<file path="src/rtl/stream_video_input_fifo_pkg.sv">
// rtl/stream_video_input_fifo_pkg.sv - shared video beat type, pixel width and pointer-width helper
package stream_video_input_fifo_pkg;

  localparam int PIXEL_WIDTH = 24;

  // One stored beat: start-of-frame, end-of-line, pixel
  typedef struct packed {
    logic                   tuser;
    logic                   tlast;
    logic [PIXEL_WIDTH-1:0] tdata;
  } video_beat_t;

  typedef enum logic {
    ST_SYNC = 1'b0,
    ST_RUN  = 1'b1
  } sync_state_t;

  // Pointer width: index bits plus one wrap bit
  function automatic int ptr_width(input int depth);
    return $clog2(depth) + 1;
  endfunction

endpackage

</file>
<file path="src/rtl/video_fifo_mem.sv">
// rtl/video_fifo_mem.sv - simple dual-port memory, synchronous write and registered read
module video_fifo_mem
  import stream_video_input_fifo_pkg::*;
#(
  parameter int WIDTH = 26,
  parameter int DEPTH = 16,
  parameter int AW    = 4
) (
  input  logic             clk,
  input  logic             reset,
  input  logic             wr_en,
  input  logic [AW-1:0]    wr_addr,
  input  logic [WIDTH-1:0] wr_data,
  input  logic             rd_en,
  input  logic [AW-1:0]    rd_addr,
  output logic [WIDTH-1:0] rd_data
);

  logic [WIDTH-1:0] mem [DEPTH];

  // Write port
  always_ff @(posedge clk) begin
    if (wr_en) begin
      mem[wr_addr] <= wr_data;
    end
  end

  // Read register doubles as the output stage; it only moves on rd_en so data holds under stall
  always_ff @(posedge clk) begin
    if (!reset) begin
      rd_data <= '0;
    end else if (rd_en) begin
      rd_data <= mem[rd_addr];
    end
  end

endmodule

</file>
<file path="src/rtl/stream_video_input_fifo.sv">
// rtl/stream_video_input_fifo.sv - elastic video beat FIFO with FWFT output; FRAME_SYNC_EN adds frame re-sync
module stream_video_input_fifo
  import stream_video_input_fifo_pkg::*;
#(
  parameter int DATA_WIDTH  = PIXEL_WIDTH,
  parameter int DEPTH       = 16,
  parameter int AFULL_LEVEL = DEPTH - 4
) (
  input  logic                        clk,
  input  logic                        reset,
  input  logic [DATA_WIDTH-1:0]       s_axis_video_tdata,
  input  logic                        s_axis_video_tvalid,
  output logic                        s_axis_video_tready,
  input  logic                        s_axis_video_tuser,
  input  logic                        s_axis_video_tlast,
  output logic [DATA_WIDTH-1:0]       m_axis_video_tdata,
  output logic                        m_axis_video_tvalid,
  input  logic                        m_axis_video_tready,
  output logic                        m_axis_video_tuser,
  output logic                        m_axis_video_tlast,
  output logic [ptr_width(DEPTH)-1:0] level,
  output logic                        almost_full,
  output logic                        frame_err
);

  localparam int PW = ptr_width(DEPTH);
  localparam int AW = PW - 1;
  localparam int EW = DATA_WIDTH + 2;
  localparam logic [PW-1:0] PTR_ONE   = PW'(1);
  localparam logic [PW-1:0] AFULL_THR = PW'(AFULL_LEVEL);

  logic [PW-1:0] wr_ptr, rd_ptr, wr_ptr_nxt, rd_ptr_nxt, level_nxt, level_q;
  logic          s_ready_q, m_valid_q, last_tlast_q, frame_err_q, afull_q;
  logic          accept, mem_empty, full_nxt, load, mem_wr, sync_pass, in_run, err_det;
  logic [EW-1:0] rd_entry;

  // Ready comes from a register only, so a same-cycle read never frees a slot for a write
  assign accept    = s_axis_video_tvalid && s_ready_q;
  assign mem_empty = (wr_ptr == rd_ptr);
  assign load      = !mem_empty && (!m_valid_q || m_axis_video_tready);
  assign mem_wr    = accept && sync_pass;
  assign err_det   = accept && s_axis_video_tuser && !last_tlast_q && in_run;

`ifdef FRAME_SYNC_EN
  sync_state_t state;

  // Discard beats until the first start-of-frame after reset, then run normally
  always_ff @(posedge clk) begin
    if (!reset) begin
      state <= ST_SYNC;
    end else if (state == ST_SYNC && accept && s_axis_video_tuser) begin
      state <= ST_RUN;
    end
  end

  assign in_run    = (state == ST_RUN);
  assign sync_pass = in_run || s_axis_video_tuser;
`else
  assign in_run    = 1'b1;
  assign sync_pass = 1'b1;
`endif

  // Next pointer values, occupancy and full detection via the wrap bit
  always_comb begin
    wr_ptr_nxt = mem_wr ? wr_ptr + PTR_ONE : wr_ptr;
    rd_ptr_nxt = load ? rd_ptr + PTR_ONE : rd_ptr;
    level_nxt  = wr_ptr_nxt - rd_ptr_nxt;
    full_nxt   = (wr_ptr_nxt[AW-1:0] == rd_ptr_nxt[AW-1:0]) && (wr_ptr_nxt[AW] != rd_ptr_nxt[AW]);
  end

  // Pointers, registered level/almost_full and input ready
  always_ff @(posedge clk) begin
    if (!reset) begin
      wr_ptr    <= '0;
      rd_ptr    <= '0;
      level_q   <= '0;
      afull_q   <= 1'b0;
      s_ready_q <= 1'b0;
    end else begin
      wr_ptr    <= wr_ptr_nxt;
      rd_ptr    <= rd_ptr_nxt;
      level_q   <= level_nxt;
      afull_q   <= (level_nxt >= AFULL_THR);
      s_ready_q <= !full_nxt;
    end
  end

  // Output register valid: set on load, cleared when consumed with nothing to replace it
  always_ff @(posedge clk) begin
    if (!reset) begin
      m_valid_q <= 1'b0;
    end else if (load) begin
      m_valid_q <= 1'b1;
    end else if (m_axis_video_tready) begin
      m_valid_q <= 1'b0;
    end
  end

  // Track end-of-line of the previous accepted beat; a start-of-frame mid-line is an error
  always_ff @(posedge clk) begin
    if (!reset) begin
      last_tlast_q <= 1'b1;
      frame_err_q  <= 1'b0;
    end else begin
      frame_err_q <= err_det;
      if (accept) begin
        last_tlast_q <= s_axis_video_tlast;
      end
    end
  end

  video_fifo_mem #(
    .WIDTH(EW),
    .DEPTH(DEPTH),
    .AW   (AW)
  ) u_mem (
    .clk    (clk),
    .reset  (reset),
    .wr_en  (mem_wr),
    .wr_addr(wr_ptr[AW-1:0]),
    .wr_data({s_axis_video_tuser, s_axis_video_tlast, s_axis_video_tdata}),
    .rd_en  (load),
    .rd_addr(rd_ptr[AW-1:0]),
    .rd_data(rd_entry)
  );

  assign s_axis_video_tready = s_ready_q;
  assign m_axis_video_tvalid = m_valid_q;
  assign m_axis_video_tdata  = rd_entry[DATA_WIDTH-1:0];
  assign m_axis_video_tlast  = rd_entry[DATA_WIDTH];
  assign m_axis_video_tuser  = rd_entry[DATA_WIDTH+1];
  assign level               = level_q;
  assign almost_full         = afull_q;
  assign frame_err           = frame_err_q;

endmodule

</file>
<file path="config.mk">
export PLATFORM = sky130hd
export DESIGN_NAME = stream_video_input_fifo
export DESIGN_NICKNAME = d
export VERILOG_FILES = /design/src/rtl/stream_video_input_fifo_pkg.sv /design/src/rtl/video_fifo_mem.sv /design/src/rtl/stream_video_input_fifo.sv
export SDC_FILE = /design/constraint.sdc
export NUM_CORES = 1
export LEC_CHECK = 0
export CAP_MARGIN = 20
export CORE_AREA = 2 2 231 233
export DETAILED_ROUTE_END_ITERATION = 16
export DIE_AREA = 0 0 233 235
export HOLD_SLACK_MARGIN = 0.02
export SLEW_MARGIN = 15
export SYNTH_ARGS = -nofsm -noshare
export SYNTH_HDL_FRONTEND = slang
export SYNTH_HIERARCHICAL = 1
export SYNTH_SLANG_ARGS = --single-unit
</file>
<file path="constraint.sdc">
create_clock -name clk -period 3.1 [get_ports clk]
set_clock_uncertainty 0.1 [all_clocks]
set_input_delay 0.31 -clock clk [delete_from_list [all_inputs] [get_ports clk]]
set_output_delay 0.31 -clock clk [all_outputs]
set_load 0.01 [all_outputs]
</file>
# Word-level counts from Yosys, hierarchy flattened
# Memory sizes are Yosys's and may differ from the RTL's. A register that Yosys moved wholly into a read port is not among the register bits.
# Cells that the tools add are included.
# word_totals
regBits	20
ramBits	416
inputBits	30
out_inout_bits	35
mem_count	1
# classes
add_sub_neg	3
order_cmp	1
n_eq_ne	3
muxes	6
reduce_logical	12
# memory_table
name	depth	width	rd	rd_ports_with_merged_regs	wr	line_no	rtl
u_mem.mem	16	26	1	1	1	video_fifo_mem.sv:19	logic [WIDTH-1:0] mem [DEPTH];
# ops
operator	n
adder 5 x 1 -> 5 bit, second input constant	2
two-way mux 5 bit	2
== test 5 bit	1
>= comparator 5 x 4 -> 1 bit, second input constant	1
logical AND 1 bit	5
zero test 1 bit	5
subtractor 5 bit	1
== test 4 bit	1
two-way mux 1 bit	4
nonzero test 2 bit	1
logical OR 1 bit	1
!= test 1 bit	1

# Longest topological paths before layout
# Gate-level depths: netlist (run 1).
# depth
ltp_word	7
depth_mapped	11
mapped_depth_nobuf	11

# Hierarchy
# Netlist (run 1), hierarchy kept.
# by_module_without_submodules
mod	instances	cells_each	area_each_um2
video_fifo_mem	1	968	17005.1
stream_video_input_fifo	1	110	1033.5

# Worst setup path after synthesis (run 1)
# No wires, ideal clock.
# synth_path
kind	reg-to-reg
startpoint	register s_ready_q (netlist: s_axis_video_tready)
endpoint	memory u_mem.mem[0][0] (enable)
setup_time_ns	0.442
arrival_ns	2.834
slack_ns	-0.275
stages_incl_launch_ff	5
path_cell_list	dfxtp_1 -> nand2_1 -> clkinv_1 -> or3b_1 -> nor3_1
# synth_via
elab_chain_len	3
# synth_lines
element	line_no	rtl
start: declaration	stream_video_input_fifo.sv:33	logic s_ready_q, m_valid_q, last_tlast_q, frame_err_q, afull_q;
start signal: assignment	stream_video_input_fifo.sv:84	s_ready_q <= !full_nxt;
logical AND 1 bit	stream_video_input_fifo.sv:38	assign accept = s_axis_video_tvalid && s_ready_q;
net accept	stream_video_input_fifo.sv:34	logic accept, mem_empty, full_nxt, load, mem_wr, sync_pass, in_run, err_det;
two-way mux 1 bit	video_fifo_mem.sv:23	if (wr_en) begin
two-way mux 1 bit (implied by the code)	video_fifo_mem.sv:24	mem[wr_addr] <= wr_data;
end: declaration	video_fifo_mem.sv:19	
# The timed path passes the listed nets, and every way through them passes these cells.

# Worst setup path in the final report (run 1)
# layout_path
startpoint	register wr_ptr[4]
endpoint	register afull_q (netlist: almost_full)
# layout_via
elab_chain_len	6
elab_cells_between_ends	8
# layout_lines
element	line_no	rtl
start: declaration	stream_video_input_fifo.sv:32	logic [PW-1:0] wr_ptr, rd_ptr, wr_ptr_nxt, rd_ptr_nxt, level_nxt, level_q;
start signal: assignment	stream_video_input_fifo.sv:80	wr_ptr <= wr_ptr_nxt;
parallel branches: the longest is 4 deep, another holds adder 5 x 1 -> 5 bit	--	
subtractor 5 bit (*)	stream_video_input_fifo.sv:67	level_nxt = wr_ptr_nxt - rd_ptr_nxt;
>= comparator 5 x 4 -> 1 bit (*)	stream_video_input_fifo.sv:83	afull_q <= (level_nxt >= AFULL_THR);
end signal: assignment	stream_video_input_fifo.sv:83	
end: declaration	stream_video_input_fifo.sv:33	
# Every way passes the cells marked *.
# A chain may end at the register's enable or synchronous reset.

==> impl_metrics.tcl, run 1 <==
set metrics [dict create \
    status "finished clean" \
    drive_gt1_share_pct 10.7 \
    gp_congestion 0.770 \
    r2r_start "wr_ptr[4]" \
    synth_warnings 6 \
    relSlewSlack_pct 26.0 \
    avgSynthCellArea_um2 16.7 \
    startpoint "wr_ptr[4]" \
    track_usage_pct 14.6 \
    drtPass1Iterations 7 \
    p_sw_mw 3.77 \
    grt_overflow_total 0 \
    timing.final.ws_setup_ps 144 \
    max-cap-violations 0 \
    final_util_pct 40.8 \
    clkLatencyLatePin_ps 570 \
    synth_cells 1078 \
    dp_slack_ps 108 \
    drcViolationCount 0 \
    antenna_found_initial 0 \
    ant_nets 0 \
    ys_ff_latch 462 \
    seqPwrFrac_pct 47.3 \
    placed_cells 1814 \
    hp-start "s_axis_video_tvalid" \
    pwr-share-comb_pct 15.5 \
    drtIter0Drc 764 \
    rows 84 \
    drt-wirelength-per-cell_um 21.0 \
    cts_buffers 46 \
    power_density_nw_per_um2 712 \
    grt_pass1_wl_mm 60.4 \
    yosysSeqAreaShare_pct 74.4 \
    multi_input_area_um2 4320 \
    switching_share_pct 24.8 \
    vdd_ir_drop_max_mv 0.447 \
    die-area_um2 54800 \
    post-route-period-util_pct 95.4 \
    finalPower_mw 15.2 \
    p_int_mw 11.4 \
    pwr-share-clk_pct 37.2 \
    grt_max_degree 144 \
    antenna_cells 0 \
    cp-start-kind "flop" \
    cts_tree "done" \
    worst_hold_slack_ps 277 \
    num-fill-cells 4626 \
    post_cts_buffers 0 \
    vias 9558 \
    synth_nets 1114 \
    nets 1210 \
    pin_count 65 \
    die_y_um 235 \
    arrival_ps 3310 \
    worstPathRequired_ps 3460 \
    hold_path_class "in2reg" \
    grt_pass1_vias 9657 \
    setup_tns_ps 0 \
    initial_utilization_pct 34.5 \
    die-width_um 233 \
    post-dp-hpwl_mm 20.9 \
    rsz0062_at_grt "no" \
    io_buffers 64 \
    slew_viol_final 0 \
    final_cell_area_um2 21300 \
    critPathMaxFanout 4 \
    totalWireLength_mm 39.9 \
    syn-cell-area_um2 18000 \
    core_um2 52200 \
    hold_violations 0 \
    final_cells 1899 \
    p_leak_nw 6.51 \
    post_dp_cell_area_um2 19800 \
    synth_cell_type_count 45 \
    fin_crit_ps 2960 \
    clock-sinks 462 \
    clk_pin_slew_ps 60 \
    vias_per_cell 5.03 \
    setup_viol 0 \
    max_slew.worst_pin.slew_ps 1110 \
    worstSetupEndpointType "flop" \
    worstSetupPathType "reg2reg" \
    htree_num_levels 2 \
    seq_area_um2 13400 \
    syn_to_final_growth_pct 18.1 \
    cts.path.max_buffers 3 \
    max_clock_freq_ghz 0.338 \
    root_buffer "clkbuf_16" \
]
==> path summary, 6_finish.rpt <==
check                              endpoint  slack (ps)  cells after the start
worst max register to register  almost_full         140                     10
worst max-delay path            almost_full         140                     10
worst min-delay path              frame_err         280                      3
worst min register to register    frame_err         330                      1
==> cell families after synthesis <==
group	count (synthesis)	synth area share, %
muxes	211	11.8
DFF	462	74.4
xor gates and xnor gates	16	0.777
buffers and inverters	60	2.67
adders and majority gates	6	0.416
AOI/OAI and AO/OA	124	4.74
and+or+nand+nor	199	5.27
==> cell type report <==
class	count	share of cell area [%]
flip-flops and latches	462	63.0
multi-input cells	556	20.3
clock buffers	61	5.82
repair buffers	102	5.40
well taps	688	4.04
clock inverters	24	1.36
inverters	6	0.106
==> routing by layer <==
layer	global-route usage, %	vias to the layer above	routed length (µm)
met1	19.9	4894	17800
met2	23.8	219	19400
met3	2.86	47	1960
met4	3.71	0	723
li1	-	4398	-
met5	0	-	0
==> repair_timing <==
action	in CTS	in global routing
resized for setup	0	2
hold buffers	0	0
setup endpoints to repair	0	3
==> synth_stat cells (all sizes together) <==
library cell	number	area share, %
and4	1	0.049
buf	31	1.9
nand3b	2	0.083
clkbuf	23	0.62
or3	1	0.035
and3	1	0.035
or4	1	0.062
a211oi	2	0.083
o211ai	1	0.042
xnor2	8	0.39
xor2	8	0.39
dfxtp	46	5.1
a21oi	29	0.80
a31o	2	0.097
mux2i	209	12
mux2	2	0.17
o311ai	1	0.049
clkinv	1	0.021
nor2b	4	0.14
edfxtp	416	69
o21a	2	0.083
nor2	24	0.51
a21o	1	0.042
o211a	1	0.055
ha	6	0.42
or3b	1	0.049
inv	5	0.10
a31oi	4	0.14
a22oi	78	3.2
nand2	63	1.3
nor4	1	0.12
nand2b	3	0.10
nand4	3	0.10
o21ai	2	0.055
nor3	5	0.14
nand3	82	2.3
and2	7	0.26
o41ai	1	0.049
==> worst max-delay path, cell delays in order, from the launching register on <==
cell      delay, ps
dfxtp_1         330
xor2_1          180
nor4_4          400
mux2_4          360
and2_1          170
xnor2_1         150
ha_1            190
a31o_1          210
o211a_1         150
or4_4           520
o311ai_1         80
==> sequential cells by signal (all words and copies together), names as in the netlist <==
name,count
almost_full,1
frame_err,1
last_tlast_q,1
level,5
m_axis_video_tvalid,1
rd_ptr,5
s_axis_video_tready,1
u_mem/mem,416
u_mem/rd_data,26
wr_ptr,5
==> power groups by stage <==
stage	logic, mW	registers [mW]	clock network [mW]
floorplan	1.22	7.36	0
global placement	2.35	7.31	0
detailed placement	2.36	7.32	0
CTS	2.37	7.19	5.75
global route	2.53	7.20	6.01
finish	2.35	7.18	5.64
==> layout by cell type, fill, tap and decap left out, types with 3 or more instances in the layout <==
master,instances
buf_12,18
a22oi_1,78
edfxtp_1,416
nor2_4,13
xnor2_1,7
dfxtp_1,44
and2_1,5
mux2i_1,209
nor3_4,4
nand4_1,3
bufinv_16,7
nand3_1,82
a21oi_1,29
clkbuf_1,13
clkdlybuf4s50_1,64
clkinv_2,3
nand2_1,63
ha_1,6
clkbuf_16,47
clkinv_1,12
buf_4,20
nand2b_1,3
inv_1,5
nor2_1,10
nor2b_4,3
a31oi_1,4
xor2_1,8
(Power assumes the default switching activity.)
==> run 2: changes to the inputs <==
--- a/config.mk
+++ b/config.mk
@@ -5,10 +5,11 @@
 export SDC_FILE = /design/constraint.sdc
 export NUM_CORES = 1
 export LEC_CHECK = 0
+export ABC_AREA = 1
 export CAP_MARGIN = 20
-export CORE_AREA = 2 2 231 233
+export CORE_AREA = 2 2 235 237
 export DETAILED_ROUTE_END_ITERATION = 16
-export DIE_AREA = 0 0 233 235
+export DIE_AREA = 0 0 237 239
 export HOLD_SLACK_MARGIN = 0.02
 export SLEW_MARGIN = 15
 export SYNTH_ARGS = -nofsm -noshare
==> impl_metrics.tcl, run 2 <==
set metrics [dict create \
    vias 12336 \
    path_cells "inv_2 > nand2_1 > nand2_1 > nor2_1 > nand3_2 > nand2_4 > inv_2 > or2_2 > nand2_1 > inv_1 > ha_1 > inv_1 > ha_1 > inv_1 > nand2_1 > nand3_1 > nand2_1 > nand2_2 > nand3_2 > nand2_1" \
    cpPeakStageDelay_ps 550 \
    grt_max_degree 140 \
    synth_warnings 6 \
    hold_violations 0 \
    hold_path_class "reg2reg" \
    power_density_nw_per_um2 803 \
    syn_to_final_growth_pct 16.8 \
    r2r_start "rd_ptr[1]" \
    die_y_um 239 \
    crit_end "almost_full" \
    pwr-share-clk_pct 31.0 \
    ys_ff_latch 462 \
    grt_pass1_vias 12020 \
    largestRegisters "u_mem/mem: 416 flops, u_mem/rd_data: 26 flops" \
    grt_overflow_total 0 \
    rows 86 \
    slowest_stage "dfxtp_4" \
    synthArstFlopShare_pct 0 \
    relSlewSlack_pct 28.2 \
    worstSetupPathType "reg2reg" \
    timing.final.ws_setup_ps 454 \
    path_common_cell "nand2_1" \
    synth_nets 1718 \
    synth_top_area_share_pct 66.8 \
    synth_cells 1682 \
    drtIter0Drc 1116 \
    clkLatencyLatePin_ps 550 \
    cts.path.max_buffers 3 \
    switching_share_pct 32.1 \
    arrival_ps 2990 \
    cts_hold_buf 0 \
    drt-wirelength-per-cell_um 18.6 \
    antenna_found_initial 0 \
    status "finished clean" \
    vias_per_cell 4.96 \
    post-dp-hpwl_mm 26.8 \
    dp_slack_ps 420 \
    vdd_ir_drop_max_mv 0.571 \
    gp_congestion 0.823 \
    die-area_um2 56600 \
    drive_gt1_share_pct 8.02 \
    grt_pass1_wl_mm 70.9 \
    postCtsResizedCells 0 \
    fin_crit_ps 2650 \
    final_util_pct 40.2 \
    htree_num_levels 2 \
    critPathMaxFanout 22 \
    io_buffers 64 \
    largest_reg_flops 416 \
    seqPwrFrac_pct 41.7 \
    synthFlopType "edfxtp_1" \
    cts_tree "done" \
    nets 1783 \
    syn-cell-area_um2 18700 \
    setup_tns_ps 0 \
    post_cts_buffers 0 \
    max_clock_freq_ghz 0.378 \
    yosysMostFrequentCell "nand2_1" \
    p_sw_mw 5.64 \
    max-cap-violations 0 \
    pin_count 65 \
    largest_register "u_mem/mem" \
    drcViolationCount 0 \
    synth_cell_type_count 30 \
    worstPathRequired_ps 3440 \
    die-width_um 237 \
    ys_top_cells_by_count "587 x nand2_1, 416 x edfxtp_1, 354 x nand3_1" \
    clock-sinks 462 \
    track_usage_pct 16.3 \
    final_cell_mix "587 x nand2_1, 416 x edfxtp_1, 354 x nand3_1, 68 x nor2_1, 64 x clkdlybuf4s50_1" \
    totalWireLength_mm 46.3 \
    cts_buffers 49 \
    rr_endpoint "almost_full" \
    pwr-share-comb_pct 27.3 \
    rr_worst_depth 20 \
    synth_edf_count 416 \
    p_leak_nw 8.10 \
    setup_viol 0 \
    cp-start-kind "flop" \
    clk_pin_slew_ps 50 \
    post-route-period-util_pct 85.4 \
    yosys.area.top_type "edfxtp_1" \
    avgSynthCellArea_um2 11.1 \
    p_int_mw 11.9 \
    slew_viol_final 0 \
    synthTopCellsByArea "edfxtp_1 67%, nand2_1 12%, nand3_1 9.5%" \
    initial_utilization_pct 34.4 \
    drtPass1Iterations 5 \
    finalPower_mw 17.5 \
    r2r_slack_ps 450 \
    rsz0062_at_grt "no" \
    core_um2 54300 \
    final_common_cell "nand2_1" \
    ant_nets 0 \
    worstSetupEndpointType "flop" \
    root_buffer "clkbuf_16" \
    startpoint "rd_ptr[1]" \
    yosysSeqAreaShare_pct 71.8 \
    max_slew.worst_pin.slew_ps 1080 \
]
-- run 2: cell types whose count changed after synthesis, moves of 11 or more --
cell	previous run	this run
nor2_1	23	84
a22oi_1	78	0
buf_12	11	0
nand2_1	63	587
buf_2	14	49
a21oi_1	29	4
clkbuf_1	16	29
inv_1	5	54
nand3_1	82	354
mux2i_1	209	0
-- run 2: how the worst min path moves through the flow --
stage | from | endpoint | cells past startpoint | slack [ps]
floorplan | reset | last_tlast_q | 1 | 290
detailed placement | last_tlast_q | frame_err | 1 | 330
global placement | last_tlast_q | frame_err | 1 | 320
finish | last_tlast_q | frame_err | 1 | 330
global route | last_tlast_q | frame_err | 1 | 340
CTS | reset | last_tlast_q | 2 | 320
-- run 2: power by group through the flow --
stage	sequential (mW)	clock, mW	combinational (mW)
3_5_place_dp	7.44	0	4.81
4_1_cts	7.31	5.54	4.83
5_1_grt	7.34	5.76	5.40
2_1_floorplan	7.47	0	3.15
3_3_place_gp	7.44	0	4.77
6_report	7.31	5.44	4.79
-- run 2: cell type report --
class | instances | area, µm²
Inverter | 62 | 239
Tap cell | 704 | 881
Fill cell | 5078 | 32500
Multi-Input combinational cell | 1065 | 4730
Sequential cell | 462 | 13400
Antenna cell | 1 | 2.50
Clock buffer | 65 | 1300
Clock inverter | 23 | 178
Timing Repair Buffer | 107 | 1090
-- run 2: critical path, delay by kind of cell, from the launching register on --
| kind | cells | cell delay, ps |
|---|---|---|
| AND/OR/NAND/NOR | 13 | 1270 |
| flip-flops | 1 | 550 |
| adder cells (fa/ha/maj) | 2 | 320 |
| buffers and inverters | 5 | 290 |
-- run 2: stage by stage --
stage / hold WS [ps] / instance area, µm² / instances
6_report: 329 / 21800 / 2489
5_1_grt: 344 / 21800 / 2488
4_1_cts: 317 / 21800 / 2488
3_5_place_dp: 325 / 20400 / 2400
3_3_place_gp: 321 / 20400 / 2400
2_1_floorplan: 294 / 18700 / 1682
-- run 2: per-layer routing --
metal	vias to the layer above	wire length (µm)	global-route usage (%)	share of wire (%)
met3	68	3070	2.37	6.6
met5	-	0	0	0
li1	5890	-	-	-
met2	393	21400	26.4	46
met1	5985	20800	22.9	45
met4	0	1000	4.26	2.2
-- run 2: logic make-up (layout without fill, tap and decap cells) --
| group | after synthesis | count (layout) | share of synthesized area (%) |
|---|---|---|---|
| flip-flops | 462 | 462 | 71.8 |
| other | 0 | 1 | 0 |
| AND/OR/NAND/NOR | 1043 | 1043 | 23.6 |
| adder cells (fa/ha/maj) | 6 | 6 | 0.402 |
| buffers and inverters | 155 | 257 | 3.58 |
| XOR/XNOR | 8 | 8 | 0.375 |
| AO/OA/AOI/OAI | 8 | 8 | 0.268 |
==> RTL change 1 (flow settings as in run 2) <==
`DEPTH` is set to 16 in 2 places; all go to 8.
--- a/src/rtl/video_fifo_mem.sv
+++ b/src/rtl/video_fifo_mem.sv
@@ -5,3 +5,3 @@
   parameter int WIDTH = 26,
-  parameter int DEPTH = 16,
+  parameter int DEPTH = 8,
   parameter int AW    = 4
--- a/src/rtl/stream_video_input_fifo.sv
+++ b/src/rtl/stream_video_input_fifo.sv
@@ -5,3 +5,3 @@
   parameter int DATA_WIDTH  = PIXEL_WIDTH,
-  parameter int DEPTH       = 16,
+  parameter int DEPTH       = 8,
   parameter int AFULL_LEVEL = DEPTH - 4
Interface: changed (resized level); port bits go from 65 to 64. No check against the original RTL was run, so the function may have changed too.
==> RTL change 1 against run 2 <==
Total power down 39%. Sequential cell count decreased by 211. Sequential share of layout area decreased by 7.2 points. First-iteration DRC count down 63%. Worst setup slack better by 0.45 ns. Cell area is 40% lower. Fmax rose by 20%. Area after synthesis shrank 43%. Wire length decreased by 46%. Die area is the same.
==> RTL change 1: results (changes against run 2) <==
Setup path
  • Critical Path Slowest Stage Cell: buf_4
  • Largest delay contributor family on the critical path: buffers and inverters
  • Flop-to-flop setup slack: 0.90 ns (+0.45 ns)
  • Critical Path AT: 2.59 ns (-0.40 ns)
  • Critical Path Max Stage Delay: 0.61 ns (+0.06 ns)
  • Reg2reg path depth: 10 (-50%)
  • Crit Path Max Fanout: 54 (+150%)

Drt
  • Via/cell ratio: 3.77 (-24%)
  • Drt initial violations: 416 (-63%)
  • WL met3: 1230 um (-60%)
  • DR WL met2: 12,500 um (-42%)
  • DR top layer: met5
  • Met1 WL: 10,800 um (-48%)
  • First-pass DRT Iterations: 4 (-1)
  • Total routed wirelength: 25,000 um (-46%)

Global route
  • Total track usage: 8.81% (-7.4 points)
  • Vias in the first global route: 6,972 (-42%)
  • Met1 usage: 10.6% (-12 points)
  • Met2 usage: 15.9% (-10 points)
  • Met3 usage: 1.70% (-0.67 points)
  • Antenna violations before repair: 2 (+2)
  • First-pass GRT wire length: 39,100 um (-45%)
  • Largest net degree at the start of global routing: 104 (-26%)

Synth
  • Post-synth net total: 1,108 (-36%)
  • Post-synthesis xor/xnor area fraction: 0.722% (+0.35 points)
  • Sequential area share after synthesis: 66.2% (-5.6 points)
  • Complex-gate fraction of the synthesized area: 2.67% (+2.4 points)
  • Syn avg cell area: 10.0 um^2 (-10%)
  • Top post-synthesis cells by count: 271 x nand2_1, 236 x inv_1, 208 x edfxtp_1
  • Synth area leaders: edfxtp_1 58%, nand2_1 9.5%, inv_1 8.2%
  • EDFF count, synth: 208 (-50%)
  • Post-Synth Adder-Cell Area: 0.466% (+0.064 points)

Place
  • DP Worst Slack: 0.780 ns (+0.361 ns)
  • Post-DP Area: 12,200 um^2 (-40%)
  • Cells after DPL: 1,812 (-25%)
  • Buffers on Ports: 63 (-1.6%)
  • Dpl hpwl: 14,000 um (-48%)

Power and ir drop
  • PwrDens: 811 nW/um^2 (+0.93%)
  • Leak Pwr: 5.45 nW (-33%)

Timing
  • Worst slew pin tran: 0.730 ns (-0.347 ns)
  • Hold WS: 0.362 ns (+0.0325 ns)
  • Max Freq: 455 MHz (+20%)

Final layout
  • Fin nets: 1,172 (-34%)
  • Fill cells: 5,661 (+11%)
  • Layout cells sized above 1: 7.68% (-0.34 points)
  • Biggest regs: u_mem/mem x208, u_mem/rd_data x26
  • Finished Layout Cells: 1,864 (-25%)

Clock network
  • CTS Buf Count: 27 (-45%)
  • Htree depth: 1 (-1)

Run status
  • Outcome: finished clean
-- RTL change 1: cell count changes after synthesis, sizes merged, moves of 23 or more --
| cell | change |
|---|---|
| o21ai | +27 |
| inv | +178 |
| buf | -35 |
| edfxtp | -208 |
| nand3 | -189 |
| nor2 | -67 |
| nand2 | -316 |
| a21oi | +23 |
-- RTL change 1: final cells by class --
type / instances / share of cell area (%)
Tap cell: 704 / 6.72
Timing Repair Buffer: 82 / 6.14
Multi-Input combinational cell: 536 / 18.9
Sequential cell: 251 / 54.2
Antenna cell: 1 / 0.0191
Clock buffer: 39 / 6.03
Clock inverter: 11 / 1.10
Inverter: 240 / 6.89
-- RTL change 1: power by group --
group	internal, W	switching, W
sequential	0.00398	0.000151
combinational	0.00116	0.00203
clock	0.00202	0.00130
-- RTL change 1: logic make-up after synthesis --
logic type / after synthesis
and+or+nand+nor: 467
buffers and inverters: 287
DFF: 251
AOI/OAI and AO/OA: 57
xor gates and xnor gates: 8
adders and majority gates: 4
==> RTL change 2 (settings of run 2) <==
Without the edit above. Remove the register `level_q`: a continuous assignment takes its place, so the output `level` follows one clock earlier.
--- a/src/rtl/stream_video_input_fifo.sv
+++ b/src/rtl/stream_video_input_fifo.sv
@@ -75,3 +75,2 @@
       rd_ptr    <= '0;
-      level_q   <= '0;
       afull_q   <= 1'b0;
@@ -81,3 +80,2 @@
       rd_ptr    <= rd_ptr_nxt;
-      level_q   <= level_nxt;
       afull_q   <= (level_nxt >= AFULL_THR);
@@ -86,2 +84,4 @@
   end
+
+  assign level_q = level_nxt;
 
Formal check against the unedited RTL: not equivalent (Yosys sat finds a counterexample within 4 cycles, from zero or initial values and one cycle with reset low).
==> RTL change 2 against run 2 <==
Non-clock buffer count rose by 40. Critical path type is now flip-flop to output pin. Combinational power rose by 42%. Count of clock-buffer cells in the layout decreased by 2. Sequential cell count is 5 lower. Cell area rose by 1.7%. Worst setup slack got worse by 0.39 ns. Final cell count rose by 1.0%. Area after synthesis down 0.51%. Sequential share of layout area down 1.4 points. Total power grew 9.1%. Wire length rose by 2.3%.
==> RTL change 2: results (changes against run 2) <==
Run status
  • Outcome: finished clean

Drt
  • Via/cell ratio: 4.96 (about the same)
  • Drt wl/cell: 18.8 um (+1.2%)
  • Total number of vias: 12,500 (+1.0%)

Synth
  • Sequential area share after synthesis: 71.6% (-0.17 points)
  • Mapped Cells: 1,673 (-0.54%)
  • Synth area leaders: edfxtp_1 67%, nand2_1 12%, nand3_1 9.4%

Setup path
  • Critical Path Max Stage Delay: 0.32 ns (-0.23 ns)
  • Worst Setup SP: wr_ptr[0]
  • Critical Path Slowest Stage Cell: dfxtp_1
  • Reg-to-Reg Start: rd_ptr[0]
  • Crit Path Max Fanout: 6 (-73%)

Place
  • GPL Wtd Cong: 0.768 (-6.7%)
  • Post-DP Area: 20,600 um^2 (+1.2%)
  • DP Worst Slack: -0.0927 ns (-0.512 ns)

Clock network
  • Post-CTS Resized: 29 (+29)
  • CTS Buf Count: 45 (-8.2%)

Global route
  • Largest net degree at the start of global routing: 210 (+50%)
  • Met3 usage: 2.39% (+0.023 points)
  • Total track usage: 16.8% (+0.54 points)
  • Met1 usage: 21.6% (-1.4 points)
  • Antenna violations before repair: 1 (+1)
  • Met2 usage: 29.7% (+3.4 points)

Final layout
  • Finished Cell Area: 22,200 um^2 (+1.7%)
  • Fill cells: 5,018 (-1.2%)

Power and ir drop
  • Leak Pwr: 8.24 nW (+1.7%)
  • Max IR drop VDD: 0.752 mV (+32%)

Worst hold path
  • Hold crit path type: primary input to flip-flop
  • Hold Crit Start: reset

Timing
  • Rel. slew slack: 16.5% (-12 points)
RTL change 2: cell types whose count changed in the layout (fill, tap and decap cells not counted), sizes merged, moves of 2 or more:
cell	delta
clkbuf	-2
bufinv	-2
dfxtp	-5
clkinv	-3
clkdlybuf4s50	-5
buf	+43
RTL change 2: metal layers:
layer  share of wire (%)  vias up
met5               0.017        -
met4                 2.3        2
met3                 4.7       78
met2                  50      302
met1                  43     6143
li1                    -     5939
RTL change 2: cell families after synthesis:
kind of cell | share of synthesized area, %
AND/OR/NAND/NOR | 23.7
flip-flops | 71.6
buffers and inverters | 3.60
XOR/XNOR | 0.464
AO/OA/AOI/OAI | 0.249
adder cells (fa/ha/maj) | 0.404
RTL change 2: final timing paths:
path | endpoint | slack, ns | cells past startpoint
max | level[4] | 0.06 | 17
min | last_tlast_q | 0.23 | 2
max reg2reg | u_mem/rd_data[24] | 0.41 | 13
min reg2reg | frame_err | 0.33 | 1
RTL change 2: worst max-delay path, delay by kind of cell, from the launching register on:
kind	cells	cell delay, ns
buffers and inverters	7	0.64
adder cells (fa/ha/maj)	2	0.42
flip-flops	1	0.32
AO/OA/AOI/OAI	1	0.20
AND/OR/NAND/NOR	7	0.50
RTL change 2: final cells by class:
class                           count  area share, %
Antenna cell                        1         0.0113
Clock buffer                       63           5.56
Tap cell                          704           3.97
Clock inverter                     20          0.648
Inverter                           62           1.10
Sequential cell                   457           60.0
Timing Repair Buffer              147           6.86
Multi-Input combinational cell   1061           21.8
RTL change 2: report_power, final:
| group | total (W) | internal (W) | switching [W] |
|---|---|---|---|
| sequential | 0.00719 | 0.00705 | 0.000141 |
| clock | 0.00514 | 0.00288 | 0.00226 |
| combinational | 0.00682 | 0.00259 | 0.00423 |
| total | 0.0191 | 0.0125 | 0.00663 |
